$ cat src/rtl/instr_encoder_pkg.sv
// Shared RV32I opcode constants for the encoder, sign-extension unit and decoder.
// Also holds the signed 12-bit immediate range check used by the I, L and S formats.
package instr_encoder_pkg;

    localparam logic [6:0] OP_I = 7'b0010011;
    localparam logic [6:0] OP_L = 7'b0000011;
    localparam logic [6:0] OP_S = 7'b0100011;
    localparam logic [6:0] OP_R = 7'b0110011;

    // True when imm sign-extends losslessly from bit 11 (-2048..2047).
    function automatic logic imm_fits12(input logic [31:0] imm);
        return imm[31:11] == {21{imm[11]}};
    endfunction

endpackage

$ cat src/rtl/instr_encoder_sync_fifo.sv
// Synchronous FIFO with extra-MSB pointers for full/empty detection.
// The head reads as zero while empty, so out_data is defined after reset.
module sync_fifo #(
    parameter int unsigned WIDTH = 32,
    parameter int unsigned DEPTH = 4
) (
    input  logic             clk,
    input  logic             rst,
    input  logic             push,
    input  logic [WIDTH-1:0] din,
    input  logic             pop,
    output logic [WIDTH-1:0] dout,
    output logic             full,
    output logic             empty
);

    localparam int unsigned IW = (DEPTH > 1) ? $clog2(DEPTH) : 1;

    logic [WIDTH-1:0] mem [DEPTH];
    logic [IW:0]      wr_ptr;
    logic [IW:0]      rd_ptr;

    assign empty = (wr_ptr == rd_ptr);
    assign full  = (wr_ptr[IW] != rd_ptr[IW]) && (wr_ptr[IW-1:0] == rd_ptr[IW-1:0]);
    assign dout  = empty ? '0 : mem[rd_ptr[IW-1:0]];

    always_ff @(posedge clk) begin
        if (rst) begin
            wr_ptr <= '0;
            rd_ptr <= '0;
        end else begin
            if (push && !full)
                wr_ptr <= wr_ptr + (IW+1)'(1);
            if (pop && !empty)
                rd_ptr <= rd_ptr + (IW+1)'(1);
        end
    end

    always_ff @(posedge clk) begin
        if (push && !full)
            mem[wr_ptr[IW-1:0]] <= din;
    end

endmodule

$ cat src/rtl/instr_encoder.sv
// Packs decoded RV32I fields (I, L, S, R formats) into instruction words and
// queues them with sequential byte addresses for loading instruction memory.
module instr_encoder
    import instr_encoder_pkg::*;
#(
    parameter int unsigned    DEPTH     = 4,
    parameter int unsigned    AW        = 32,
    parameter logic [AW-1:0]  BASE_ADDR = '0
) (
    input  logic          clk,
    input  logic          rst,
    input  logic          in_valid,
    output logic          in_ready,
    input  logic [6:0]    opcode,
    input  logic [4:0]    rd,
    input  logic [4:0]    rs1,
    input  logic [4:0]    rs2,
    input  logic [2:0]    funct3,
    input  logic [6:0]    funct7,
    input  logic [31:0]   imm,
    output logic          out_valid,
    input  logic          out_ready,
    output logic [31:0]   out_data,
    output logic [AW-1:0] out_addr,
    output logic          err,
    output logic [7:0]    err_count
);

    logic [31:0] word;
    logic        legal;
    logic        accept;
    logic        push;
    logic        pop;
    logic        full;
    logic        empty;

    always_comb begin
        word  = '0;
        legal = 1'b0;
        case (opcode)
            OP_I, OP_L: begin
                word  = {imm[11:0], rs1, funct3, rd, opcode};
                legal = imm_fits12(imm);
            end
            OP_S: begin
                word  = {imm[11:5], rs2, rs1, funct3, imm[4:0], opcode};
                legal = imm_fits12(imm);
            end
            OP_R: begin
                word  = {funct7, rs2, rs1, funct3, rd, opcode};
                legal = 1'b1;
            end
            default: ;
        endcase
    end

    assign in_ready  = !full;
    assign out_valid = !empty;
    assign accept    = in_valid && in_ready;
    assign push      = accept && legal;
    assign pop       = out_valid && out_ready;

    sync_fifo #(
        .WIDTH (32),
        .DEPTH (DEPTH)
    ) u_fifo (
        .clk   (clk),
        .rst   (rst),
        .push  (push),
        .din   (word),
        .pop   (pop),
        .dout  (out_data),
        .full  (full),
        .empty (empty)
    );

    always_ff @(posedge clk) begin
        if (rst) begin
            out_addr  <= BASE_ADDR;
            err       <= 1'b0;
            err_count <= '0;
        end else begin
            if (pop)
                out_addr <= out_addr + AW'(4);
            // Illegal fields still complete the handshake; only the error state records them.
            if (accept && !legal) begin
                err <= 1'b1;
                if (err_count != 8'hFF)
                    err_count <= err_count + 8'd1;
            end
        end
    end

endmodule
$ cat config.mk
export PLATFORM = sky130hd
export DESIGN_NAME = instr_encoder
export DESIGN_NICKNAME = d
export VERILOG_FILES = /design/src/rtl/instr_encoder_pkg.sv /design/src/rtl/instr_encoder_sync_fifo.sv /design/src/rtl/instr_encoder.sv
export SDC_FILE = /design/constraint.sdc
export NUM_CORES = 1
export LEC_CHECK = 0
export ABC_CLOCK_PERIOD_IN_PS = 4950
export BUFFER_PORTS_ARGS = -buffer_cell sky130_fd_sc_hd__buf_4
export CORE_MARGIN = 4
export CORE_UTILIZATION = 40
export DETAILED_ROUTE_END_ITERATION = 7
export MAX_ROUTING_LAYER = met4
export PLACE_DENSITY = 0.71
export SLEW_MARGIN = 20
export SYNTH_ARGS = -nofsm -noshare
export SYNTH_HDL_FRONTEND = slang
export SYNTH_HIERARCHICAL = 1
export SYNTH_SLANG_ARGS = --single-unit
$ cat constraint.sdc
create_clock -name clk -period 4.95 [get_ports clk]
set_input_delay 0.495 -clock clk [delete_from_list [all_inputs] [get_ports clk]]
set_output_delay 0.495 -clock clk [all_outputs]
set_load 0.02 [all_outputs]
==> impl_metrics.yaml <==
yosys:
  synth_xor_area_share_pct: 3.770
  ys_seq_elements: 175
  yosys_warnings: 6
  synth.most_common_cell: "edfxtp_1"
  syn_inst: 560
  yosysSeqAreaShare_pct: 62.69
  synth_area_leaders: "edfxtp_1 50%, dfxtp_1 12%, mux4_2 9.4%"
  synth_top_family_by_area: "simple AND/OR/NAND/NOR gates"
  ys_types: 42
  synth_mux_area_share_pct: 11.46
  synth_top_area_cell: "edfxtp_1"
  synth-main-ff-cell: "edfxtp_1"
  synth.cell_area_mm2: 0.007632
  yosys.area_share.adder_pct: 1.148
  yosys.area_share.simple_pct: 14.93
  synth_compound_area_share_pct: 3.279
  synth_top_area_share_pct: 50.36
  synth_area_per_cell_um2: 13.63
  synth_edf_count: 128
  synthArstFlopShare_pct: 0
  netlist_top_cells_count: "128 x edfxtp_1, 47 x dfxtp_1, 46 x nor2_1, 42 x nor2b_1, 32 x mux4_2"
timing:
  tns_ns: 0
  period_needed_ns: 3.438
  setup_viol: 0
  tightest_slew_ns: 1.069
  relSlewSlack_pct: 28.58
  fmax_mhz: 290.9
  grt_setup_unrepaired: "no"
  drv_slew: 0
  fin_worst_skew_ns: 0.009895
  fin_ws_ns: 1.512
  finalCritPeriodShare_pct: 69.45
  hold_viol: 0
pwr:
  ir_worst_vdd_mv: 0.2639
  power_mw: 3.486
  total_leakage_power_nw: 3.516
  p_per_area_mw_per_mm2: 364.7
placement:
  dpl.cell_count: 924
  pre_cts_ws_ns: 1.065
  gp_congestion: 0.7714
  dp_hpwl_mm: 11.63
  port_buffers: 140
floorplanning:
  start_util_pct: 40.80
  fp-row-count: 50
  core_area_mm2: 0.01871
  die_h_um: 146.1
  die_area_mm2: 0.02136
  die_w_um: 146.1
  io_pins: 143
routing:
  postRouteAntennaNets: 0
  vias_per_cell: 5.288
  dr_wl_met2_mm: 8.422
  routed_wl_mm: 16.85
  first_pass_iters: 5
  top_layer: "met4"
  wl_met1_mm: 7.096
  wl_per_cell_um: 17.63
  drc: 0
  via_count: 5055
  dr_wl_met3_mm: 1.153
  drt_iter0_drc: 345
cells_and_area:
  area_growth_pct: 25.25
  layout.cells.non_filler: 956
  drive_gt1_share_pct: 30.47
  insertedDiodeCount: 0
  nets: 784
setup_path:
  rr_startpoint: "u_fifo/wr_ptr[1]"
  required_ns: 5.00
  crit_chain: "buf_4, nand2b_1, or3_1, buf_4, inv_1, o21a_1, and2_1, inv_1, a31oi_1, and2_2"
  setup.worst_path.start_class: "input port"
  max_stage_delay_ns: 0.77
  crit_start: "opcode[3]"
  critPathCaptureType: "flop"
  crit_fanout: 32
  criticalPathCategory: "input port to flop"
  crit_slowest_cell: "and2_2"
  crit_arrival_ns: 3.48
clock_tree:
  cts_root_buf: "clkbuf_16"
  ctsLongestPathBuffers: 2
  cts_tree: "built"
  numCtsBuffers: 17
  clk_latency_ns: 0.43
  cts.repair.resized: 0
  post_cts_buffers: 0
  h-tree-depth: 4
  clock_sinks: 175
  path_clk_slew_ns: 0.07
  cts_hold_repair.buffers: 0
global_routing:
  grt_pass1_vias: 5189
  grt_pass1_wl_mm: 26.68
  grt_start_max_net_pins: 53
  grt_overflow: 0
  track_usage_pct: 16.17
  antenna_found_initial: 0
status:
  status: "completed"
min_path:
  min_from: "funct3[0]"
  hold_class: "input port to flop"
flow_run:
  drv_cap: 0
-- layout by cell type (no fill, tap or decap), types with 4 or more instances in the layout --
cell type	count
xor2_1	17
clkinv_8	5
dfxtp_1	46
xnor2_1	14
or3_1	6
nor2_1	45
buf_4	145
o21ai_0	10
inv_1	14
mux2i_1	12
clkbuf_16	17
edfxtp_1	128
and3_1	6
a21oi_1	18
and4_1	6
nand2_1	31
nor3b_1	4
and2_1	13
nor2b_1	42
nor3_1	4
ha_1	7
nand4_1	16
nand3_1	20
nor4_1	6
or4_1	5
conb_1	14
mux4_2	32
inv_8	4
-- final cells by class --
cell class                 count  area, um^2
timing repair buffer         145        1089
clock inverter                15       200.2
clock buffer                  17       425.4
fill                        1578        9146
multi-input combinational    355        2710
sequential                   175        4786
inverter                      15       56.30
tap                          234       292.8
-- cell families after synthesis --
logic type                 Yosys count
other                                1
DFF                                175
muxes                               47
adders and majority gates            7
and+or+nand+nor                    213
xor gates and xnor gates            32
buffers and inverters               43
AOI/OAI and AO/OA                   42
-- critical path: cells and delay by family --
family	cells	cell delay, ns
AOI/OAI and AO/OA	2	0.62
buffers and inverters	4	0.80
and+or+nand+nor	4	1.52
-- per-layer routing --
layer	vias to the layer above	global-route usage (%)
met5	-	-
met4	0	4.657
met3	16	4.624
met2	181	26.70
met1	2491	19.49
li1	2367	-
-- registers in the layout, indices dropped and copies added, names as in the netlist, named ones only --
| register | cells |
|---|---|
| err | 1 |
| err_count | 8 |
| out_addr | 30 |
| u_fifo/mem | 128 |
| u_fifo/rd_ptr | 3 |
| u_fifo/wr_ptr | 3 |
-- power breakdown --
| group | internal (mW) | total (mW) | switching, mW |
|---|---|---|---|
| logic | 0.272 | 0.533 | 0.261 |
| registers | 1.56 | 1.59 | 0.0305 |
| clock network | 0.700 | 1.36 | 0.658 |
-- final timing paths --
kind | to | slack (ns) | depth (start not counted)
worst max-delay path | u_fifo/mem[1][8] | 1.51 | 10
worst min-delay path | u_fifo/mem[1][12] | 0.43 | 2
worst max register to register | u_fifo/mem[1][8] | 1.77 | 7
worst min register to register | err | 0.46 | 2
-- per-stage QoR --
step	util (%)	hold slack [ns]	cell area, um^2
2_1_floorplan	-	0.5019	7681
3_3_place_gp	47.76	0.4397	8934
3_5_place_dp	47.76	0.4433	8934
4_1_cts	51.10	0.4048	9559
5_1_grt	51.10	0.4134	9559
6_report	51.10	0.4341	9559
Note: power is estimated with default switching activity, not from simulation.
